File: config.mk
export PLATFORM = sky130hd
export DESIGN_NAME = bcd_count_sequencer_flat
export DESIGN_NICKNAME = d
export VERILOG_FILES = /design/src/rtl/bcd_count_sequencer_if.sv /design/src/rtl/bcd_count_sequencer.sv /design/src/flat_wrapper.sv
export SDC_FILE = /design/constraint.sdc
export NUM_CORES = 1
export LEC_CHECK = 0
export ABC_AREA = 1
export BUFFER_PORTS_ARGS = -buffer_cell sky130_fd_sc_hd__buf_2
export CORE_ASPECT_RATIO = 0.9
export CORE_UTILIZATION = 55
export DETAILED_ROUTE_END_ITERATION = 7
export GPL_TIMING_DRIVEN = 0
export MAX_ROUTING_LAYER = met4
export PLACE_DENSITY = 0.79
export SKIP_CTS_REPAIR_TIMING = 1
export SKIP_LAST_GASP = 1
export SLEW_MARGIN = 15
export SYNTH_ARGS = -nofsm -noshare
export SYNTH_HDL_FRONTEND = slang
export SYNTH_SLANG_ARGS = --single-unit
File: constraint.sdc
create_clock -name clk -period 3.3 [get_ports clk]
set_input_delay 0.165 -clock clk [delete_from_list [all_inputs] [get_ports clk]]
set_output_delay 0.165 -clock clk [all_outputs]
set_load 0.02 [all_outputs]
File: src/rtl/bcd_count_sequencer_if.sv
// Request/command and display/status bundle for the BCD count sequencer.
interface bcd_count_sequencer_if #(
  parameter int DIGITS = 4
);
  logic [DIGITS-1:0]   up_req;
  logic [DIGITS-1:0]   dn_req;
  logic                set9;
  logic                set0;
  logic [4*DIGITS-1:0] digits;
  logic                busy;
  logic                ovf;
  logic                unf;
  logic                drop;

  modport master (
    output up_req, dn_req, set9, set0,
    input  digits, busy, ovf, unf, drop
  );

  modport slave (
    input  up_req, dn_req, set9, set0,
    output digits, busy, ovf, unf, drop
  );
endinterface

File: src/rtl/bcd_count_sequencer.sv
// Serialized BCD counter: per-digit up/down requests are queued as pending bits,
// granted lowest-digit-first, and carry/borrow ripples one digit per clock.
module bcd_count_sequencer #(
  parameter int DIGITS = 4
) (
  input  logic                 clk,
  input  logic                 rst_n,
  bcd_count_sequencer_if.slave bus
);
  localparam int IDXW = (DIGITS > 1) ? $clog2(DIGITS) : 1;
  localparam logic [IDXW-1:0] LAST = IDXW'(DIGITS - 1);

  typedef enum logic [0:0] {IDLE, STEP} state_t;

  state_t            state_reg;
  logic [IDXW-1:0]   cur_reg;
  logic              dir_up_reg;
  logic [DIGITS-1:0] pend_up_reg, pend_dn_reg;
  logic [DIGITS-1:0] pend_up_next, pend_dn_next;
  logic [3:0]        digit_reg [DIGITS];
  logic              ovf_reg, unf_reg, drop_reg;

  logic              set_any;
  logic              grant_found, grant_up, grant_en;
  logic [IDXW-1:0]   grant_idx;
  logic [DIGITS-1:0] grant_up_vec, grant_dn_vec, drop_vec;
  logic [4*DIGITS-1:0] digits_flat;
  logic [3:0]        cur_digit;

  assign set_any = bus.set0 | bus.set9;

  // Descending scan so the lowest pending digit wins; up beats dn at one index.
  always_comb begin
    grant_found = 1'b0;
    grant_idx   = '0;
    grant_up    = 1'b0;
    for (int i = DIGITS - 1; i >= 0; i--) begin
      if (pend_up_reg[i] | pend_dn_reg[i]) begin
        grant_found = 1'b1;
        grant_idx   = IDXW'(i);
        grant_up    = pend_up_reg[i];
      end
    end
  end

  assign grant_en  = (state_reg == IDLE) & grant_found & ~set_any;
  assign cur_digit = digit_reg[cur_reg];

  genvar gi;
  generate
    for (gi = 0; gi < DIGITS; gi++) begin : g_digit
      assign grant_up_vec[gi] = grant_en &  grant_up & (grant_idx == IDXW'(gi));
      assign grant_dn_vec[gi] = grant_en & ~grant_up & (grant_idx == IDXW'(gi));
      // A request hitting an already-pending bit is lost, even if that bit is granted now.
      assign pend_up_next[gi] = set_any ? 1'b0 :
                                (pend_up_reg[gi] ? ~grant_up_vec[gi] : bus.up_req[gi]);
      assign pend_dn_next[gi] = set_any ? 1'b0 :
                                (pend_dn_reg[gi] ? ~grant_dn_vec[gi] : bus.dn_req[gi]);
      assign drop_vec[gi] = set_any ? (bus.up_req[gi] | bus.dn_req[gi]) :
                            ((bus.up_req[gi] & pend_up_reg[gi]) |
                             (bus.dn_req[gi] & pend_dn_reg[gi]));
      assign digits_flat[4*gi +: 4] = digit_reg[gi];
    end
  endgenerate

  always_ff @(posedge clk) begin
    if (!rst_n) begin
      state_reg   <= IDLE;
      cur_reg     <= '0;
      dir_up_reg  <= 1'b0;
      pend_up_reg <= '0;
      pend_dn_reg <= '0;
      ovf_reg     <= 1'b0;
      unf_reg     <= 1'b0;
      drop_reg    <= 1'b0;
      for (int i = 0; i < DIGITS; i++) digit_reg[i] <= 4'd0;
    end else begin
      pend_up_reg <= pend_up_next;
      pend_dn_reg <= pend_dn_next;
      drop_reg    <= |drop_vec;
      ovf_reg     <= 1'b0;
      unf_reg     <= 1'b0;
      if (set_any) begin
        state_reg <= IDLE;
        for (int i = 0; i < DIGITS; i++) digit_reg[i] <= bus.set0 ? 4'd0 : 4'd9;
      end else begin
        case (state_reg)
          IDLE: begin
            if (grant_found) begin
              cur_reg    <= grant_idx;
              dir_up_reg <= grant_up;
              state_reg  <= STEP;
            end
          end
          STEP: begin
            if (dir_up_reg) begin
              if (cur_digit != 4'd9) begin
                digit_reg[cur_reg] <= cur_digit + 4'd1;
                state_reg          <= IDLE;
              end else begin
                digit_reg[cur_reg] <= 4'd0;
                if (cur_reg != LAST) begin
                  cur_reg <= cur_reg + IDXW'(1);
                end else begin
                  ovf_reg   <= 1'b1;
                  state_reg <= IDLE;
                end
              end
            end else begin
              if (cur_digit != 4'd0) begin
                digit_reg[cur_reg] <= cur_digit - 4'd1;
                state_reg          <= IDLE;
              end else begin
                digit_reg[cur_reg] <= 4'd9;
                if (cur_reg != LAST) begin
                  cur_reg <= cur_reg + IDXW'(1);
                end else begin
                  unf_reg   <= 1'b1;
                  state_reg <= IDLE;
                end
              end
            end
          end
          default: state_reg <= IDLE;
        endcase
      end
    end
  end

  assign bus.digits = digits_flat;
  assign bus.busy   = (state_reg != IDLE) | (|pend_up_reg) | (|pend_dn_reg);
  assign bus.ovf    = ovf_reg;
  assign bus.unf    = unf_reg;
  assign bus.drop   = drop_reg;
endmodule
File: src/flat_wrapper.sv
// flat-port wrapper written by rule: the top's interface ports become plain ports
module bcd_count_sequencer_flat 
#(
  parameter int DIGITS = 4
)
  (clk, rst_n, bus_up_req, bus_dn_req, bus_set9, bus_set0, bus_digits, bus_busy, bus_ovf, bus_unf, bus_drop);
  bcd_count_sequencer_if #(.DIGITS(DIGITS)) bus_i ();
  input  logic clk;
  input  logic rst_n;
  input wire logic [$bits(bus_i.up_req)-1:0] bus_up_req;
  input wire logic [$bits(bus_i.dn_req)-1:0] bus_dn_req;
  input wire logic [$bits(bus_i.set9)-1:0] bus_set9;
  input wire logic [$bits(bus_i.set0)-1:0] bus_set0;
  output wire logic [$bits(bus_i.digits)-1:0] bus_digits;
  output wire logic [$bits(bus_i.busy)-1:0] bus_busy;
  output wire logic [$bits(bus_i.ovf)-1:0] bus_ovf;
  output wire logic [$bits(bus_i.unf)-1:0] bus_unf;
  output wire logic [$bits(bus_i.drop)-1:0] bus_drop;
  assign bus_i.up_req = bus_up_req;
  assign bus_i.dn_req = bus_dn_req;
  assign bus_i.set9 = bus_set9;
  assign bus_i.set0 = bus_set0;
  assign bus_digits = bus_i.digits;
  assign bus_busy = bus_i.busy;
  assign bus_ovf = bus_i.ovf;
  assign bus_unf = bus_i.unf;
  assign bus_drop = bus_i.drop;
  bcd_count_sequencer #(.DIGITS(DIGITS)) u_core (.clk(clk), .rst_n(rst_n), .bus(bus_i));
endmodule
After elaboration in Yosys (flattened, before gate mapping)
Memory sizes are Yosys's and may differ from the RTL's. A register that Yosys moved wholly into a read port is not among the register bits.
Cells that the tools add are included.
- RAM bits: 16
- memories kept: 1
- logic and storage cells: 164
- flip-flop bits (word level): 15
- memory list (name ; words ; bits a word ; read ports ; clocked after memory_dff ; wr ports ; line ; source):
    u_core.digit_reg ; 4 ; 4 ; 5 ; 1 ; 4 ; bcd_count_sequencer.sv:20 ; logic [3:0] digit_reg [DIGITS];
- muxes and demuxes: 78
- bitwise logic cells: 55
- equality and inequality tests: 8
- reductions and logical operators: 11
- $add $sub $neg: 3
- operator list (kind ; number):
    2-to-1 mux 1 bit ; 55
    2-to-1 mux 4 bit ; 9
    2-to-1 mux 2 bit ; 12
    bitwise OR 1 bit ; 22
    AND 1 bit ; 20
    OR reduction 4 bit ; 4
    NOT 1 bit ; 13
    OR reduction 5 bit ; 2
    != test 3 bit, second input constant ; 2
    adder 4 x 1 -> 4 bit, second input constant ; 1
    == test 2 bit, second input constant ; 2
    != test 4 bit, second input constant ; 1
    one-hot mux 2 bit (2 select lines) ; 1
    AND reduction 4 bit ; 1
    nonzero test 4 bit ; 1
    subtractor 4 x 1 -> 4 bit, second input constant ; 1
    AND reduction 3 bit ; 1
    adder 2 x 1 -> 2 bit, second input constant ; 1
    == test 2 x 1 -> 1 bit, second input constant ; 1
    logical NOT 2 bit ; 1
    != test 2 x 1 -> 1 bit, second input constant ; 1
    != test 2 bit, second input constant ; 1
    one-hot mux 1 bit (2 select lines) ; 1
    OR reduction 2 bit ; 1

Logic depth before layout (Yosys ltp)
Gate-level depths: netlist of the first run.
- depth in word-level cells: 12
- gate-level depth with buffers: 15
- mapped depth without buffers: 14

Worst setup path before layout of the first run
OpenSTA, ideal clock, no wires.
- path kind: reg-to-reg
- start point: register (tool-made name)
- end point: memory u_core.digit_reg[0][1] (data pin)
- required time: 3040 ps
- cell stages (with the launch flop): 13
- data arrival time: 1532 ps
- clock period less this slack: 1793 ps
- setup slack: 1507 ps
- path buffers: 1
- cell sequence: dfxtp_1 buf_4 inv_4 nand2_1 nand3_1 nand2_1 inv_1 ha_1 nand3_4 nand2_2 nand3_2 mux2i_2 nor2_1
- RTL lines (what ; line):
    to (decl) ; bcd_count_sequencer.sv:20

==> run_results.csv, run 1 <==
group,metric,value,unit
critical_path,cp.required,3330,ps
cts,clkLatencyLatePin,290,ps
cts,clkTransAtPathRegs,60,ps
synth,netlist_instances,234,
detailed_routing,firstDrtPassIters,4,
synth,synth_edf_count,16,
floorplan,num_rows,19,
place,dp_worst_setup_slack,1197,ps
timing,tightest_slew,550.4,ps
detailed_routing,vias,1675,
place,dp_cells,307,
synth,yosysUniqueCellTypes,34,
place,io_buffer_count,31,
timing,rsz0062_at_grt,"false",
timing,fin_crit_sh,64.67,%
detailed_routing,vias_per_cell,5.317,
global_route,grt_pass1_vias,1437,
hold_path,whs_path_depth,3,
cts,cts.sinks,33,
detailed_routing,drt-total-wl,3.967,mm
finish,fin_cells,315,
synth,synth_most_common_cell,"nand2_1",
floorplan,die_width,62.88,um
synth,yosys_register_bits,33,
floorplan,initial_core_util,58.90,%
pwr,vdd_ir_drop_max,0.0003624,V
synth,ys.flop_type,"dfxtp_1",
synth,synth.cell_area,1834,um2
cts,cts_root_buffer,"clkbuf_8",
critical_path,criticalPathCategory,"flop to flop",
synth,yosysWarnings,0,
synth,synth_top_area_cell,"edfxtp_1",
global_route,grt_usage,25.88,%
synth,avgSynthCellArea,7.839,um2
place,place.gp.congestion,0.8600,
detailed_routing,drt-initial-drc-count,76,
pwr,powerDensity,441.7,nW/um2
cts,cts_max_level,2,
finish,syn_to_final_growth,15.83,%
finish,layout.nets,288,
finish,n_fill_cell,268,
timing,report.final.hold_viol_count,0,
synth,netlist_top_cells_area,"edfxtp_1 26%, dfxtp_1 19%, nand2_1 14%, nor2_1 5.5%, o21ai_0 4.4%",
synth,syn-num-nets,250,
finish,register_area,820.8,um2
cts,numCtsBuffers,5,
synth,async_flop_share,0,%
cts,cts_tree,"done",
critical_path,cp_common_cell,"nand2_1",
finish,utilization,68.22,%
pwr,total_power,938.3,uW
timing,maxSlewHeadroom,63.03,%
status,outcome,"completed",
timing,setup_ws,1166,ps
hold_path,min_from,"bus_dn_req[2]",
synth,synth_top_cell_area_share,26.19,%
global_route,grt_overflow_total,0,
finish,largest_reg_flops,16,
floorplan,io-pin-count,32,
timing,finClkSkew,4.356,ps
critical_path,r2r_cells,12,
critical_path,crit_fanout,9,
timing,finalSetupViolCount,0,
timing,tns,0,ps
detailed_routing,drtAntennaViolNets,0,
global_route,grt_max_degree,11,
global_route,antenna_found_initial,0,
critical_path,critPathLaunchType,"flop",
critical_path,critPathCaptureType,"flop",
timing,fin_crit,2134,ps
critical_path,cpPeakStageDelay,320,ps
place,dp_hpwl,3.046,mm
finish,multi_input_area,904.6,um2
floorplan,die-area,3570,um2
finish,diodes,0,
job,cap_violations,0,
global_route,grt_pass1_wl,6.630,mm
detailed_routing,drc,0,
timing,maxSlewViolCount,0,
floorplan,fp.dieH,56.79,um
cts,cts.path.max_buffers,2,
floorplan,coreArea,3114,um2
detailed_routing,routedWlPerCell,12.59,um
timing,fmax,0.4686,GHz
synth,yosys-top-cells-count,"70 x nand2_1, 27 x nor2_1, 18 x inv_1",
synth,ys_seq_area_share,44.75,%
critical_path,cp_slowest_cell,"mux2i_2",
critical_path,cp.arrival,2160,ps
finish,final_layout_size_suffix_gt1_share,23.08,%
hold_path,worstHoldPathType,"primary input to flop",
critical_path,path_cells,"buf_4 -> inv_4 -> nand2_1 -> nand3_1 -> nand2_1 -> inv_1 -> ha_1 -> nand3_4 -> nand2_2 -> nand3_2 -> mux2i_2 -> nor2_1",
pwr,leakage,0.001050,uW
[critical path: cells and delay by family, from the launching register on]
kind          cells  cell delay [ps]
simple gates      7              650
buf+inv           3              410
fa+ha+maj         1              200
flops             1              300
mux               1              320
[per-stage QoR]
step	area, um2	hold slack (ps)
5_1_grt	2125	120.5
4_1_cts	2125	104.1
3_3_place_gp	2042	395.3
6_report	2125	108.9
3_5_place_dp	2042	405.3
2_1_floorplan	1834	294.2
[area by class of cell]
cell class | count | area share (%)
Clock inverter | 2 | 0.4711
Multi-Input combinational cell | 174 | 42.58
Tap cell | 42 | 2.473
Sequential cell | 33 | 38.63
Clock buffer | 6 | 3.416
Inverter | 24 | 4.358
Buffer | 3 | 0.7656
Timing Repair Buffer | 31 | 7.303
[power by group]
group | leakage (uW) | internal [uW] | switching (uW)
clock | 0.0000450 | 146 | 139
sequential | 0.000324 | 448 | 15.2
combinational | 0.000681 | 64.3 | 126
[worst paths after layout]
path                                 end  slack [ps]
setup / recovery  u_core.digit_reg[1][1]        1170
hold / removal     u_core.pend_dn_reg[2]         110
setup reg to reg  u_core.digit_reg[1][1]        1170
hold reg to reg    u_core.pend_dn_reg[1]         500
[cells in the final DEF (no fill, tap or decap), types with 2 or more instances in the layout]
master	instances
a21oi_1	5
a31oi_1	5
buf_2	32
clkbuf_1	2
clkbuf_8	5
clkinv_2	2
dfxtp_1	17
edfxtp_1	16
ha_1	4
inv_1	18
inv_2	5
nand2_1	70
nand2_2	4
nand2_4	2
nand3_1	11
nand3_2	5
nand4_1	4
nor2_1	27
nor3_1	5
o211ai_1	2
o21ai_0	16
o21ai_1	2
[layer usage]
metal / wire, um / share of wire [%] / GRT usage, % / vias up
met5: 0 / 0 / - / -
li1: - / - / - / 854
met2: 1748 / 44 / 37.02 / 52
met1: 1973 / 50 / 34.81 / 765
met4: 36 / 0.91 / 9.967 / 0
met3: 208 / 5.2 / 6.911 / 4
[cells by family after synthesis]
kind of cell,after synthesis,synth area share [%]
buffers and inverters,27,5.934
muxes,1,0.7502
DFF,33,44.75
adders and majority gates,4,2.729
AOI/OAI and AO/OA,33,10.10
and+or+nand+nor,134,34.79
xor gates and xnor gates,2,0.9552
No activity file was read; power rests on OpenSTA's default activity.
==> run 2: changes to the inputs <==
==> constraint.sdc (replaced) <==
create_clock -name clk -period 2 [get_ports clk]
set_input_delay 0.1 -clock clk [delete_from_list [all_inputs] [get_ports clk]]
set_output_delay 0.1 -clock clk [all_outputs]
set_load 0.02 [all_outputs]
==> run 2 against run 1 <==
Sequential power grew 65%. Setup slack lost 1100 ps. Worst hold slack lost 66 ps. Largest power group unchanged.
==> run_results.csv, run 2 (synthesis results as in run 1) <==
group,metric,value,unit
pwr,total_power,1606,uW
detailed_routing,routedWlPerCell,13.37,um
pwr,vdd_ir_drop_max,0.0006006,V
finish,syn_to_final_growth,21.90,%
floorplan,fp.dieH,56.79,um
critical_path,r2r_end,"u_core.digit_reg[1][2]",
pwr,p_seq_share,47.7,%
finish,diodes,0,
status,outcome,"completed",
global_route,grt_pass1_vias,1437,
pwr,power.internal,1116,uW
pwr,clkPwrFrac,29.5,%
critical_path,cp.arrival,1950,ps
global_route,grt_overflow_total,0,
finish,layout.nets,292,
finish,largest_reg_flops,16,
place,place.gp.congestion,0.8600,
timing,report.final.hold_viol_count,0,
finish,final_common_cell,"nand2_1",
detailed_routing,drt-initial-drc-count,106,
timing,finClkSkew,5.238,ps
floorplan,die_width,62.88,um
cts,cts.path.max_buffers,2,
timing,fmax,0.5236,GHz
critical_path,cp.required,2040,ps
hold_path,min_from,"bus_dn_req[2]",
timing,fin_crit_sh,95.50,%
detailed_routing,drc,0,
timing,maxSlewHeadroom,62.42,%
detailed_routing,vias_per_cell,5.313,
critical_path,critPathLaunchType,"flop",
pwr,power.switching,489.3,uW
floorplan,initial_core_util,58.90,%
pwr,switching_share,30.47,%
cts,cts_max_level,2,
detailed_routing,drtAntennaViolNets,0,
cts,numCtsBuffers,5,
global_route,grt_usage,25.88,%
cts,clkTransAtPathRegs,70,ps
timing,tightest_slew,559.5,ps
pwr,leakage,0.001086,uW
pwr,comb_power_share,22.8,%
place,io_buffer_count,31,
floorplan,die-area,3570,um2
hold_path,worstHoldPathType,"primary input to flop",
detailed_routing,vias,1695,
cts,cts_tree,"done",
timing,maxSlewViolCount,0,
floorplan,coreArea,3114,um2
pwr,powerDensity,718.1,nW/um2
hold_path,whs_path_depth,3,
cts,cts_root_buffer,"clkbuf_8",
global_route,antenna_found_initial,0,
timing,hold_slack,43.22,ps
timing,finalSetupViolCount,0,
floorplan,io-pin-count,32,
hold_path,min_to,"u_core.pend_dn_reg[2]",
critical_path,crit_fanout,8,
critical_path,r2r_cells,13,
critical_path,criticalPathCategory,"flop to flop",
finish,final_cell_mix,"66 x nand2_1, 33 x buf_2, 27 x nor2_1",
global_route,grt_max_degree,11,
cts,cts.sinks,33,
global_route,grt_pass1_wl,6.630,mm
critical_path,critPathCaptureType,"flop",
cts,clkLatencyLatePin,290,ps
place,dp_hpwl,3.046,mm
critical_path,timing.reg2reg.setup_slack,90,ps
floorplan,num_rows,19,
job,cap_violations,0,
timing,fin_crit,1910,ps
finish,final_layout_size_suffix_gt1_share,27.44,%
detailed_routing,drt-total-wl,4.265,mm
detailed_routing,firstDrtPassIters,5,
## run 2: power by group through the flow
stage	logic, uW	clock network, uW	registers (uW)
final	366	474	766
after global routing	403	514	770
after CTS	313	481	763
after detailed placement	311	0	778
after global placement	306	0	777
after floorplan	209	0	796
## run 2: worst max-delay path by stage
stage                     slack, ps                      to  cells after the start
after floorplan                 210  u_core.digit_reg[0][1]                     12
after global placement          -60  u_core.digit_reg[2][1]                     12
after detailed placement       -100  u_core.digit_reg[3][3]                     14
after CTS                      -110  u_core.digit_reg[3][3]                     14
after global routing            -50  u_core.digit_reg[2][3]                     13
final                            90  u_core.digit_reg[1][2]                     13
## run 2: cell type report
type                            instances  area, um2
Multi-Input combinational cell        174      983.4
Fill cell                             252      878.3
Sequential cell                        33      822.0
Timing Repair Buffer                   35      182.7
Inverter                               24      92.59
Clock buffer                            6      72.57
Tap cell                               42      52.55
Buffer                                  3      20.02
Clock inverter                          2      10.01
## run 2: per-layer routing
metal | global-route usage, % | part of all wire (%) | vias to the layer above | routed length (um)
met2 | 37.02 | 45 | 65 | 1915
met1 | 34.81 | 47 | 768 | 1997
met5 | - | 0 | - | 0
met3 | 6.911 | 7.0 | 4 | 298
met4 | 9.967 | 1.3 | 0 | 54
li1 | - | - | 858 | -
## run 2: stage by stage
stage	cell area, um2	setup TNS, ps	setup slack, ps	cells	utilization, %
after floorplan	1834	0	207.3	234	-
after global placement	2042	-375.4	-60.13	307	65.57
after detailed placement	2042	-786.5	-103.0	307	65.57
after CTS	2125	-974.5	-113.8	315	68.22
after global routing	2236	-467.1	-53.20	319	71.80
final	2236	0	90.06	319	71.80
## run 2: worst max-delay path, cell delays in order (launching register included)
cell and delay [ps]:
dfxtp_2 340, buf_6 130, inv_4 50, nand2_1 50, nand3_1 110, nand2_2 190, ha_4 160, nand3_4 90
nand2_4 90, nand3_4 110, nand2_1 100, o21ai_1 90, inv_2 100, nor2_1 50
